$ cat config.mk
export PLATFORM = sky130hd
export DESIGN_NAME = wb_conbus_rr_flat
export DESIGN_NICKNAME = d
export VERILOG_FILES = /design/src/rtl/wb_conbus_rr_if.sv /design/src/rtl/wb_conbus_rr.sv /design/src/flat_wrapper.sv
export SDC_FILE = /design/constraint.sdc
export NUM_CORES = 1
export LEC_CHECK = 0
export BUFFER_PORTS_ARGS = -buffer_cell sky130_fd_sc_hd__buf_2
export CAP_MARGIN = 20
export CORE_AREA = 2 2 368 370
export CTS_BUF_LIST = sky130_fd_sc_hd__clkbuf_2 sky130_fd_sc_hd__clkbuf_4 sky130_fd_sc_hd__clkbuf_8
export CTS_CLUSTER_SIZE = 30
export DETAILED_ROUTE_END_ITERATION = 10
export DIE_AREA = 0 0 370 372
export PLACE_DENSITY = 0.3
export RECOVER_POWER = 25
export SETUP_SLACK_MARGIN = 0.02
export SLEW_MARGIN = 20
export SYNTH_ARGS = -nofsm -noshare
export SYNTH_HDL_FRONTEND = slang
export SYNTH_SLANG_ARGS = --single-unit
$ cat constraint.sdc
create_clock -name clk -period 4 [get_ports clk]
set_input_delay 0.4 -clock clk [delete_from_list [all_inputs] [get_ports clk]]
set_output_delay 0.4 -clock clk [all_outputs]
set_load 0.01 [all_outputs]
$ cat src/rtl/wb_conbus_rr_if.sv
// Bus bundle for the round-robin Wishbone interconnect. The conbus itself uses
// modport master; the attached masters/slaves (or a bench) use modport slave.
interface wb_conbus_rr_if #(
    parameter int N_MASTERS = 2,
    parameter int N_SLAVES  = 7
);
    logic [N_MASTERS*32-1:0] m_adr_i;
    logic [N_MASTERS*32-1:0] m_dat_i;
    logic [32*N_MASTERS-1:0] m_dat_o;
    logic [N_MASTERS*4-1:0]  m_sel_i;
    logic [N_MASTERS-1:0]    m_we_i;
    logic [N_MASTERS-1:0]    m_cyc_i;
    logic [N_MASTERS-1:0]    m_stb_i;
    logic [N_MASTERS-1:0]    m_ack_o;
    logic [N_MASTERS-1:0]    m_err_o;
    logic [N_SLAVES*32-1:0]  s_adr_o;
    logic [N_SLAVES*32-1:0]  s_dat_o;
    logic [N_SLAVES*32-1:0]  s_dat_i;
    logic [N_SLAVES*4-1:0]   s_sel_o;
    logic [N_SLAVES-1:0]     s_we_o;
    logic [N_SLAVES-1:0]     s_cyc_o;
    logic [N_SLAVES-1:0]     s_stb_o;
    logic [N_SLAVES-1:0]     s_ack_i;

    modport master (
        input  m_adr_i, m_dat_i, m_sel_i, m_we_i, m_cyc_i, m_stb_i, s_dat_i, s_ack_i,
        output m_dat_o, m_ack_o, m_err_o, s_adr_o, s_dat_o, s_sel_o, s_we_o, s_cyc_o, s_stb_o
    );

    modport slave (
        output m_adr_i, m_dat_i, m_sel_i, m_we_i, m_cyc_i, m_stb_i, s_dat_i, s_ack_i,
        input  m_dat_o, m_ack_o, m_err_o, s_adr_o, s_dat_o, s_sel_o, s_we_o, s_cyc_o, s_stb_o
    );
endinterface

$ cat src/rtl/wb_conbus_rr.sv
// Shared-path Wishbone classic interconnect, N masters to M slaves, round-robin
// arbitration, address-MSB slave decode, error termination on unmapped or stalled accesses.
module wb_conbus_rr #(
    parameter int                             N_MASTERS  = 2,
    parameter int                             N_SLAVES   = 7,
    parameter int                             S_ADDR_W   = 4,
    parameter logic [N_SLAVES*S_ADDR_W-1:0]   S_ADDR_MAP = {4'h7, 4'h6, 4'h5, 4'h4, 4'h3, 4'h2, 4'h0},
    parameter int                             TIMEOUT    = 255
) (
    input  logic                 clk,
    input  logic                 rst_n,
    wb_conbus_rr_if.master       bus,
    output logic [N_MASTERS-1:0] gnt_o
);

    localparam int         MIDX_W   = (N_MASTERS > 1) ? $clog2(N_MASTERS) : 1;
    localparam int         SIDX_W   = (N_SLAVES > 1) ? $clog2(N_SLAVES) : 1;
    localparam logic [0:0] IDLE     = 1'b0;
    localparam logic [0:0] BUSY     = 1'b1;
    localparam logic [7:0] TMO_LAST = 8'(TIMEOUT - 1);

    logic [0:0]           state_q, state_d;
    logic [N_MASTERS-1:0] gnt_q, gnt_d;
    logic [MIDX_W-1:0]    gidx_q, gidx_d;
    logic [MIDX_W-1:0]    ptr_q, ptr_d;
    logic [7:0]           tmo_q, tmo_d;
    logic                 uerr_q, uerr_d;

    logic                 busy, gcyc, gstb, gwe;
    logic [31:0]          gadr, gdat, rdata;
    logic [3:0]           gsel;
    logic [N_SLAVES-1:0]  hit;
    logic                 mapped;
    logic [SIDX_W-1:0]    sidx;
    logic                 sack, tmo_err, err;
    logic                 found;
    logic [MIDX_W-1:0]    cand;

    always_comb begin
        busy = (state_q == BUSY);
        gcyc = busy & bus.m_cyc_i[gidx_q];
        gstb = gcyc & bus.m_stb_i[gidx_q];
        gwe  = bus.m_we_i[gidx_q];
        gadr = bus.m_adr_i[32*gidx_q +: 32];
        gdat = bus.m_dat_i[32*gidx_q +: 32];
        gsel = bus.m_sel_i[4*gidx_q +: 4];
    end

    always_comb begin
        hit    = '0;
        mapped = 1'b0;
        sidx   = '0;
        for (int k = 0; k < N_SLAVES; k++) begin
            hit[k] = (gadr[31 -: S_ADDR_W] == S_ADDR_MAP[k*S_ADDR_W +: S_ADDR_W]);
            if (hit[k] && !mapped) begin
                mapped = 1'b1;
                sidx   = SIDX_W'(k);
            end
        end
    end

    // A stalled slave is cut off in the same cycle the error fires, so any late ack is dropped.
    always_comb begin
        sack    = gstb & mapped & bus.s_ack_i[sidx];
        tmo_err = (TIMEOUT != 0) && gstb && mapped && (tmo_q == TMO_LAST);
        err     = uerr_q | tmo_err;
        rdata   = mapped ? bus.s_dat_i[32*sidx +: 32] : 32'h0;
    end

    always_comb begin
        bus.s_adr_o = {N_SLAVES{gadr}};
        bus.s_dat_o = {N_SLAVES{gdat}};
        bus.s_sel_o = {N_SLAVES{gsel}};
        bus.s_we_o  = {N_SLAVES{gwe}};
        bus.s_cyc_o = {N_SLAVES{gcyc}} & hit;
        bus.s_stb_o = {N_SLAVES{gstb & ~tmo_err}} & hit;
        bus.m_dat_o = {N_MASTERS{rdata}};
        bus.m_ack_o = gnt_q & {N_MASTERS{sack & ~err}};
        bus.m_err_o = gnt_q & {N_MASTERS{err & gcyc}};
        gnt_o       = gnt_q;
    end

    // Arbitration: scan from the pointer with wrap; the burst keeps the bus until cyc drops.
    always_comb begin
        state_d = state_q;
        gnt_d   = gnt_q;
        gidx_d  = gidx_q;
        ptr_d   = ptr_q;
        found   = 1'b0;
        cand    = '0;
        case (state_q)
            IDLE: begin
                for (int i = 0; i < N_MASTERS; i++) begin
                    cand = MIDX_W'((int'(ptr_q) + i) % N_MASTERS);
                    if (!found && bus.m_cyc_i[cand]) begin
                        found  = 1'b1;
                        gidx_d = cand;
                        gnt_d  = N_MASTERS'(1) << cand;
                    end
                end
                if (found) begin
                    state_d = BUSY;
                end
            end
            BUSY: begin
                if (!gcyc) begin
                    state_d = IDLE;
                    gnt_d   = '0;
                    ptr_d   = (gidx_q == MIDX_W'(N_MASTERS - 1)) ? '0 : gidx_q + 1'b1;
                end
            end
            default: begin
                state_d = IDLE;
                gnt_d   = '0;
            end
        endcase
    end

    always_comb begin
        uerr_d = gstb & ~mapped & ~uerr_q;
        tmo_d  = '0;
        if ((TIMEOUT != 0) && gstb && mapped && !sack && !err) begin
            tmo_d = tmo_q + 8'd1;
        end
    end

    always_ff @(posedge clk or negedge rst_n) begin
        if (!rst_n) begin
            state_q <= IDLE;
            gnt_q   <= '0;
            gidx_q  <= '0;
            ptr_q   <= '0;
            tmo_q   <= '0;
            uerr_q  <= 1'b0;
        end else begin
            state_q <= state_d;
            gnt_q   <= gnt_d;
            gidx_q  <= gidx_d;
            ptr_q   <= ptr_d;
            tmo_q   <= tmo_d;
            uerr_q  <= uerr_d;
        end
    end

endmodule

$ cat src/flat_wrapper.sv
// flat-port wrapper written by rule: the top's interface ports become plain ports
module wb_conbus_rr_flat 
#(
    parameter int                             N_MASTERS  = 2,
    parameter int                             N_SLAVES   = 7,
    parameter int                             S_ADDR_W   = 4,
    parameter logic [N_SLAVES*S_ADDR_W-1:0]   S_ADDR_MAP = {4'h7, 4'h6, 4'h5, 4'h4, 4'h3, 4'h2, 4'h0},
    parameter int                             TIMEOUT    = 255
)
  (clk, rst_n, gnt_o, bus_m_adr_i, bus_m_dat_i, bus_m_sel_i, bus_m_we_i, bus_m_cyc_i, bus_m_stb_i, bus_s_dat_i, bus_s_ack_i, bus_m_dat_o, bus_m_ack_o, bus_m_err_o, bus_s_adr_o, bus_s_dat_o, bus_s_sel_o, bus_s_we_o, bus_s_cyc_o, bus_s_stb_o);
  wb_conbus_rr_if #(.N_MASTERS(N_MASTERS), .N_SLAVES(N_SLAVES)) bus_i ();
  input  logic clk;
  input  logic rst_n;
  output logic [N_MASTERS-1:0] gnt_o;
  input wire logic [$bits(bus_i.m_adr_i)-1:0] bus_m_adr_i;
  input wire logic [$bits(bus_i.m_dat_i)-1:0] bus_m_dat_i;
  input wire logic [$bits(bus_i.m_sel_i)-1:0] bus_m_sel_i;
  input wire logic [$bits(bus_i.m_we_i)-1:0] bus_m_we_i;
  input wire logic [$bits(bus_i.m_cyc_i)-1:0] bus_m_cyc_i;
  input wire logic [$bits(bus_i.m_stb_i)-1:0] bus_m_stb_i;
  input wire logic [$bits(bus_i.s_dat_i)-1:0] bus_s_dat_i;
  input wire logic [$bits(bus_i.s_ack_i)-1:0] bus_s_ack_i;
  output wire logic [$bits(bus_i.m_dat_o)-1:0] bus_m_dat_o;
  output wire logic [$bits(bus_i.m_ack_o)-1:0] bus_m_ack_o;
  output wire logic [$bits(bus_i.m_err_o)-1:0] bus_m_err_o;
  output wire logic [$bits(bus_i.s_adr_o)-1:0] bus_s_adr_o;
  output wire logic [$bits(bus_i.s_dat_o)-1:0] bus_s_dat_o;
  output wire logic [$bits(bus_i.s_sel_o)-1:0] bus_s_sel_o;
  output wire logic [$bits(bus_i.s_we_o)-1:0] bus_s_we_o;
  output wire logic [$bits(bus_i.s_cyc_o)-1:0] bus_s_cyc_o;
  output wire logic [$bits(bus_i.s_stb_o)-1:0] bus_s_stb_o;
  assign bus_i.m_adr_i = bus_m_adr_i;
  assign bus_i.m_dat_i = bus_m_dat_i;
  assign bus_i.m_sel_i = bus_m_sel_i;
  assign bus_i.m_we_i = bus_m_we_i;
  assign bus_i.m_cyc_i = bus_m_cyc_i;
  assign bus_i.m_stb_i = bus_m_stb_i;
  assign bus_i.s_dat_i = bus_s_dat_i;
  assign bus_i.s_ack_i = bus_s_ack_i;
  assign bus_m_dat_o = bus_i.m_dat_o;
  assign bus_m_ack_o = bus_i.m_ack_o;
  assign bus_m_err_o = bus_i.m_err_o;
  assign bus_s_adr_o = bus_i.s_adr_o;
  assign bus_s_dat_o = bus_i.s_dat_o;
  assign bus_s_sel_o = bus_i.s_sel_o;
  assign bus_s_we_o = bus_i.s_we_o;
  assign bus_s_cyc_o = bus_i.s_cyc_o;
  assign bus_s_stb_o = bus_i.s_stb_o;
  wb_conbus_rr #(.N_MASTERS(N_MASTERS), .N_SLAVES(N_SLAVES), .S_ADDR_W(S_ADDR_W), .S_ADDR_MAP(S_ADDR_MAP), .TIMEOUT(TIMEOUT)) u_core (.clk(clk), .rst_n(rst_n), .bus(bus_i), .gnt_o(gnt_o));
endmodule
==> results of run 1 <==
==> power by group <==
group	internal [mW]	switching [mW]
Combinational	2.01	3.61
Sequential	0.170	0.0394
Clock	0.0773	0.0528
Total	2.26	3.70
==> synth_stat cells, types with 10 or more instances <==
| master | number | area share |
|---|---|---|
| buf_4 | 450 | 0.47 |
| mux2i_1 | 96 | 0.13 |
| mux2_2 | 67 | 0.10 |
| and3_1 | 36 | 0.031 |
| o21ai_1 | 32 | 0.022 |
| o221ai_1 | 32 | 0.039 |
| a21oi_2 | 28 | 0.034 |
| clkbuf_1 | 23 | 0.012 |
| nor2_1 | 21 | 0.011 |
| dfrtp_1 | 14 | 0.049 |
| nand2_1 | 11 | 0.0057 |
| nor3_1 | 10 | 0.0069 |
==> cell type report <==
class,instances,share of cell area
Antenna cell,12,0.00278
Tap cell,1781,0.206
Inverter,7,0.00243
Clock buffer,4,0.00451
Sequential cell,14,0.0328
Timing Repair Buffer,972,0.447
Multi-Input combinational cell,397,0.305
==> state kept, by name, summed over array words and instances, names as in the netlist <==
register       cells
u_core.ptr_q       1
u_core.gidx_q      1
u_core.tmo_q       8
u_core.gnt_o       2
u_core.uerr_q      1
u_core.busy        1
==> worst max-delay path: stages, from the launching register on <==
cell	delay, ns
dfrtp_4	0.45
buf_4	0.33
mux2_1	0.43
clkbuf_1	0.42
a21oi_1	0.51
buf_4	0.43
and3_1	0.31
buf_2	0.16
==> placed cells by master, fill, tap and decap left out, types with 11 or more instances in the layout <==
cell      netlist  final
nand2_1        11     11
dfrtp_1        14     13
a21oi_2        28     28
and3_1         36     36
mux2_2         67     52
buf_2           6    835
diode_2         0     12
clkbuf_1       23    107
o21ai_1        32     32
mux2i_1        96     96
nor2_1         21     21
mux2_1          1     16
o221ai_1       32     32
buf_4         450     27
==> kinds of logic after synthesis <==
group,count (synthesis)
and+or+nand+nor,102
muxes,165
adders and majority gates,2
xor gates and xnor gates,6
AOI/OAI and AO/OA,122
DFF,14
buffers and inverters,498
==> through the flow <==
step                      hold WS [ns]    util  instance area, um2  power, mW  instances
final                            0.227  0.0805               10800       5.96       3187
after global routing             0.297  0.0803               10800       6.52       3177
after CTS                       0.0635  0.0814               10900       6.23       3175
after detailed placement         0.336  0.0810               10900       6.08       3171
after global placement           0.343  0.0810               10900       6.12       3171
after floorplan                  0.104       -                7220       4.87        909
==> how the worst max path moves through the flow <==
| stage | to | slack [ns] | cells past startpoint |
|---|---|---|---|
| 6_report | bus_m_dat_o[7] | 0.23 | 7 |
| 5_1_grt | bus_m_dat_o[4] | 0.10 | 7 |
| 4_1_cts | bus_m_dat_o[29] | 0.32 | 8 |
| 3_5_place_dp | bus_m_dat_o[61] | 0.62 | 8 |
| 3_3_place_gp | bus_m_dat_o[45] | 0.62 | 9 |
| 2_1_floorplan | bus_m_dat_o[43] | 1.34 | 12 |
==> routing by layer <==
metal	track usage	vias up	routed length, um
met5	0	-	261
met4	0.0118	38	1390
met3	0.0241	109	6080
met2	0.141	563	29200
met1	0.106	3673	25900
li1	-	3661	-
==> impl_metrics.tcl, run 1 <==
set metrics [dict create \
    status "finished with violations" \
    violations "capacitance limit, slew limit" \
    synthXorXnorAreaFrac 0.00728 \
    die_h_um 372 \
    synth_top_family_by_area "buffers and inverters" \
    rrSetupSlack_ns 1.14 \
    portBuffers 941 \
    gp_congestion 0.737 \
    required_ns 3.60 \
    ff2ff_path_depth 6 \
    remaining_drc_errors 0 \
    clk_pin_slew_ns 0.07 \
    cts_sinks 14 \
    initial_core_util 0.0538 \
    p_leak_nw 5.46 \
    clk_path_buf_depth 2 \
    finalSetupViolations 0 \
    vias 8044 \
    grt_setup_unrepaired "no" \
    grt_pass1_vias 6962 \
    ys_seq_area_frac 0.0485 \
    yosys.area_share.simple 0.0761 \
    cp.arrival_ns 3.37 \
    rows 135 \
    multi_input_area_um2 3290 \
    rr_endpoint "u_core.tmo_q[2]" \
    crit_path_start_kind "flop" \
    grt_pass1_wl_um 74400 \
    dpl.hpwl_um 58600 \
    drv_slew 52 \
    cts_made_buffers 3 \
    layout-drive-gt1-share 0.689 \
    design.portCount 942 \
    ctsResizeCount 0 \
    crit_path_start "u_core.gidx_q" \
    worst_slack_ns 0.233 \
    synth_edf_count 0 \
    max_freq_mhz 265 \
    synth_compound_area_frac 0.124 \
    final.setup.tns_ns 0 \
    hold_violations 0 \
    period_needed_ns 3.77 \
    coreArea_um2 134000 \
    finClkSkew_ns 0.00855 \
    syn_area_um2 7220 \
    synth_ff_type "dfrtp_1" \
    synth_cell_types 45 \
    die_w_um 370 \
    routed_wirelength_um 62900 \
    die_area_um2 138000 \
    synth_nets 1286 \
    grt_max_degree 65 \
    holdCritPathClass "in2async" \
    postCtsSetupBuffers 0 \
    ys_seq_elements 14 \
    crit_type "reg2out" \
    place_ws_ns 0.619 \
    clk_latency_ns 0.25 \
    area_delta_synth_final_pct 49.7 \
    r2r-start "u_core.gidx_q" \
    avgSynthCellArea_um2 7.94 \
    period_share 0.942 \
    cts_tree "done" \
    seq_area_um2 354 \
    tightest_slew_ns 1.52 \
    vias_per_cell 2.52 \
    crit_fanout 32 \
    synth-async-reset-ratio 1.00 \
    final_nets 1772 \
    slew_headroom -0.0109 \
    synth_fa_ha_area_frac 0.00347 \
    grt.total_usage 0.0831 \
    antenna_found_initial 66 \
    hold_buffers 0 \
    drtIter0Drc 377 \
    fillers 16000 \
    cts_root_buffer "clkbuf_8" \
    overflow 0 \
    post_drt_wl_per_cell_um 19.7 \
    synth_cells 909 \
    peakVddDrop_mv 0.219 \
    yosys_warnings 0 \
    cap_violations 1 \
    cts_max_level 1 \
    drtAntennaViolNets 0 \
    first_pass_iters 4 \
    cp-end-kind "primary output" \
    power.density_nw_per_um2 551 \
    synthMuxAreaShare 0.242 \
]
No activity file was read; power rests on OpenSTA's default activity.
==> run 2, diff against run 1 <==
--- a/config.mk
+++ b/config.mk
@@ -7,12 +7,14 @@
 export LEC_CHECK = 0
 export BUFFER_PORTS_ARGS = -buffer_cell sky130_fd_sc_hd__buf_2
 export CAP_MARGIN = 20
-export CORE_AREA = 2 2 368 370
+export CELL_PAD_IN_SITES_DETAIL_PLACEMENT = 2
+export CELL_PAD_IN_SITES_GLOBAL_PLACEMENT = 2
+export CORE_AREA = 2 2 366 368
 export CTS_BUF_LIST = sky130_fd_sc_hd__clkbuf_2 sky130_fd_sc_hd__clkbuf_4 sky130_fd_sc_hd__clkbuf_8
 export CTS_CLUSTER_SIZE = 30
 export DETAILED_ROUTE_END_ITERATION = 10
-export DIE_AREA = 0 0 370 372
-export PLACE_DENSITY = 0.3
+export DIE_AREA = 0 0 368 370
+export PLACE_DENSITY = 0.39
 export RECOVER_POWER = 25
 export SETUP_SLACK_MARGIN = 0.02
 export SLEW_MARGIN = 20
==> impl_metrics.tcl, run 2 (synthesis gave the netlist of run 1 again) <==
set metrics [dict create \
    post_dp_cell_area_um2 10900 \
    clk_latency_ns 0.24 \
    grt_pass1_vias 8444 \
    grt_max_degree 68 \
    clk_path_buf_depth 2 \
    holdCritPathClass "in2async" \
    cp-end-kind "primary output" \
    design.portCount 942 \
    vias 8084 \
    die_w_um 368 \
    cap_violations 0 \
    antenna_found_initial 32 \
    cts_root_buffer "clkbuf_8" \
    cts_sinks 14 \
    final.setup.tns_ns 0 \
    peakVddDrop_mv 0.189 \
    status "finished clean" \
    finalSetupViolations 0 \
    fin_util 0.0817 \
    hold_slack_ns 0.249 \
    finalNonFillerCells 3169 \
    layout-drive-gt1-share 0.685 \
    first_pass_iters 4 \
    p_leak_nw 5.44 \
    die_h_um 370 \
    routed_wirelength_um 59900 \
    cts_made_buffers 3 \
    hold_violations 0 \
    dpl.cell_count 3152 \
    drtAntennaViolNets 0 \
    drtIter0Drc 182 \
    rows 134 \
    required_ns 3.60 \
    gp_congestion 0.736 \
    area_delta_synth_final_pct 49.8 \
    dpl.hpwl_um 54000 \
    hold_buffers 0 \
    post_drt_wl_per_cell_um 18.9 \
    grt_setup_unrepaired "no" \
    cp.arrival_ns 3.30 \
    slew_headroom 0.412 \
    worst_slack_ns 0.295 \
    final_cell_area_um2 10800 \
    finClkSkew_ns 0.00437 \
    remaining_drc_errors 0 \
    final_nets 1766 \
    cts_max_level 1 \
    portBuffers 941 \
    coreArea_um2 132000 \
    period_needed_ns 3.70 \
    period_share 0.926 \
    postCtsSetupBuffers 0 \
    drv_slew 0 \
    place_ws_ns 0.291 \
    max_freq_mhz 270 \
    final_common_cell "buf_2" \
    top_register "u_core.tmo_q" \
    grt_pass1_wl_um 76200 \
    clk_pin_slew_ns 0.06 \
    tightest_slew_ns 0.878 \
    crit_fanout 25 \
    overflow 0 \
    power_mw 6.05 \
    largest_register_ff_count 8 \
    crit_path_start_kind "flop" \
    initial_core_util 0.0545 \
    vias_per_cell 2.55 \
    cts_tree "done" \
    die_area_um2 136000 \
    crit_type "reg2out" \
    layout_common_cells "832 x buf_2, 109 x clkbuf_1, 95 x mux2i_1" \
    grt.total_usage 0.0803 \
    power.density_nw_per_um2 559 \
]
run 2: repair_timing:
item                                    in CTS  in global routing
resized for setup                            1                  1
pin swaps                                    0                  0
endpoints found under the setup margin       2                  2
run 2: cell type report:
cell class / instances / area, um2
flip-flops and latches: 14 / 354
fillers: 16000 / 122000
diodes: 13 / 32.5
clock buffers: 4 / 55.1
inverters: 7 / 26.3
multi-input cells: 397 / 3320
repair buffers: 966 / 4820
well taps: 1768 / 2210
run 2: path summary, 6_finish.rpt:
kind	startpoint	endpoint	slack [ns]	cells past startpoint
max in group asynchronous	rst_n	u_core.gidx_q	3.11	1
max reg2reg	u_core.gidx_q	u_core.tmo_q[5]	1.00	9
min	rst_n	u_core.gnt_o[1]	0.25	1
min reg2reg	u_core.uerr_q	u_core.uerr_q	0.48	1
max	u_core.gidx_q	bus_m_dat_o[36]	0.30	8
min in group clk	bus_m_cyc_i[1]	u_core.busy	0.48	3
run 2: power by group:
group / total, mW / switching, mW / leakage (nW) / internal [mW]
combinational: 5.66 / 3.62 / 5.23 / 2.04
clock: 0.139 / 0.0524 / 0.0288 / 0.0871
sequential: 0.252 / 0.0824 / 0.184 / 0.169
total: 6.05 / 3.76 / 5.44 / 2.30
run 2: critical path, cell delays in order (launching register included):
cell,delay [ns]
dfrtp_4,0.59
mux2_1,0.55
nand3b_1,0.24
o21a_4,0.46
buf_4,0.39
a21oi_2,0.05
o21ai_1,0.28
and3_1,0.29
buf_2,0.15
run 2: routing by layer:
metal  vias to the layer above  routed length (um)  GRT usage  share of wire
met5                         -                 146          0         0.0024
met4                        22                 913     0.0201          0.015
met3                        45                4480     0.0176          0.075
met2                       500               29200      0.137           0.49
met1                      3859               25200      0.102           0.42
li1                       3658                   -          -              -
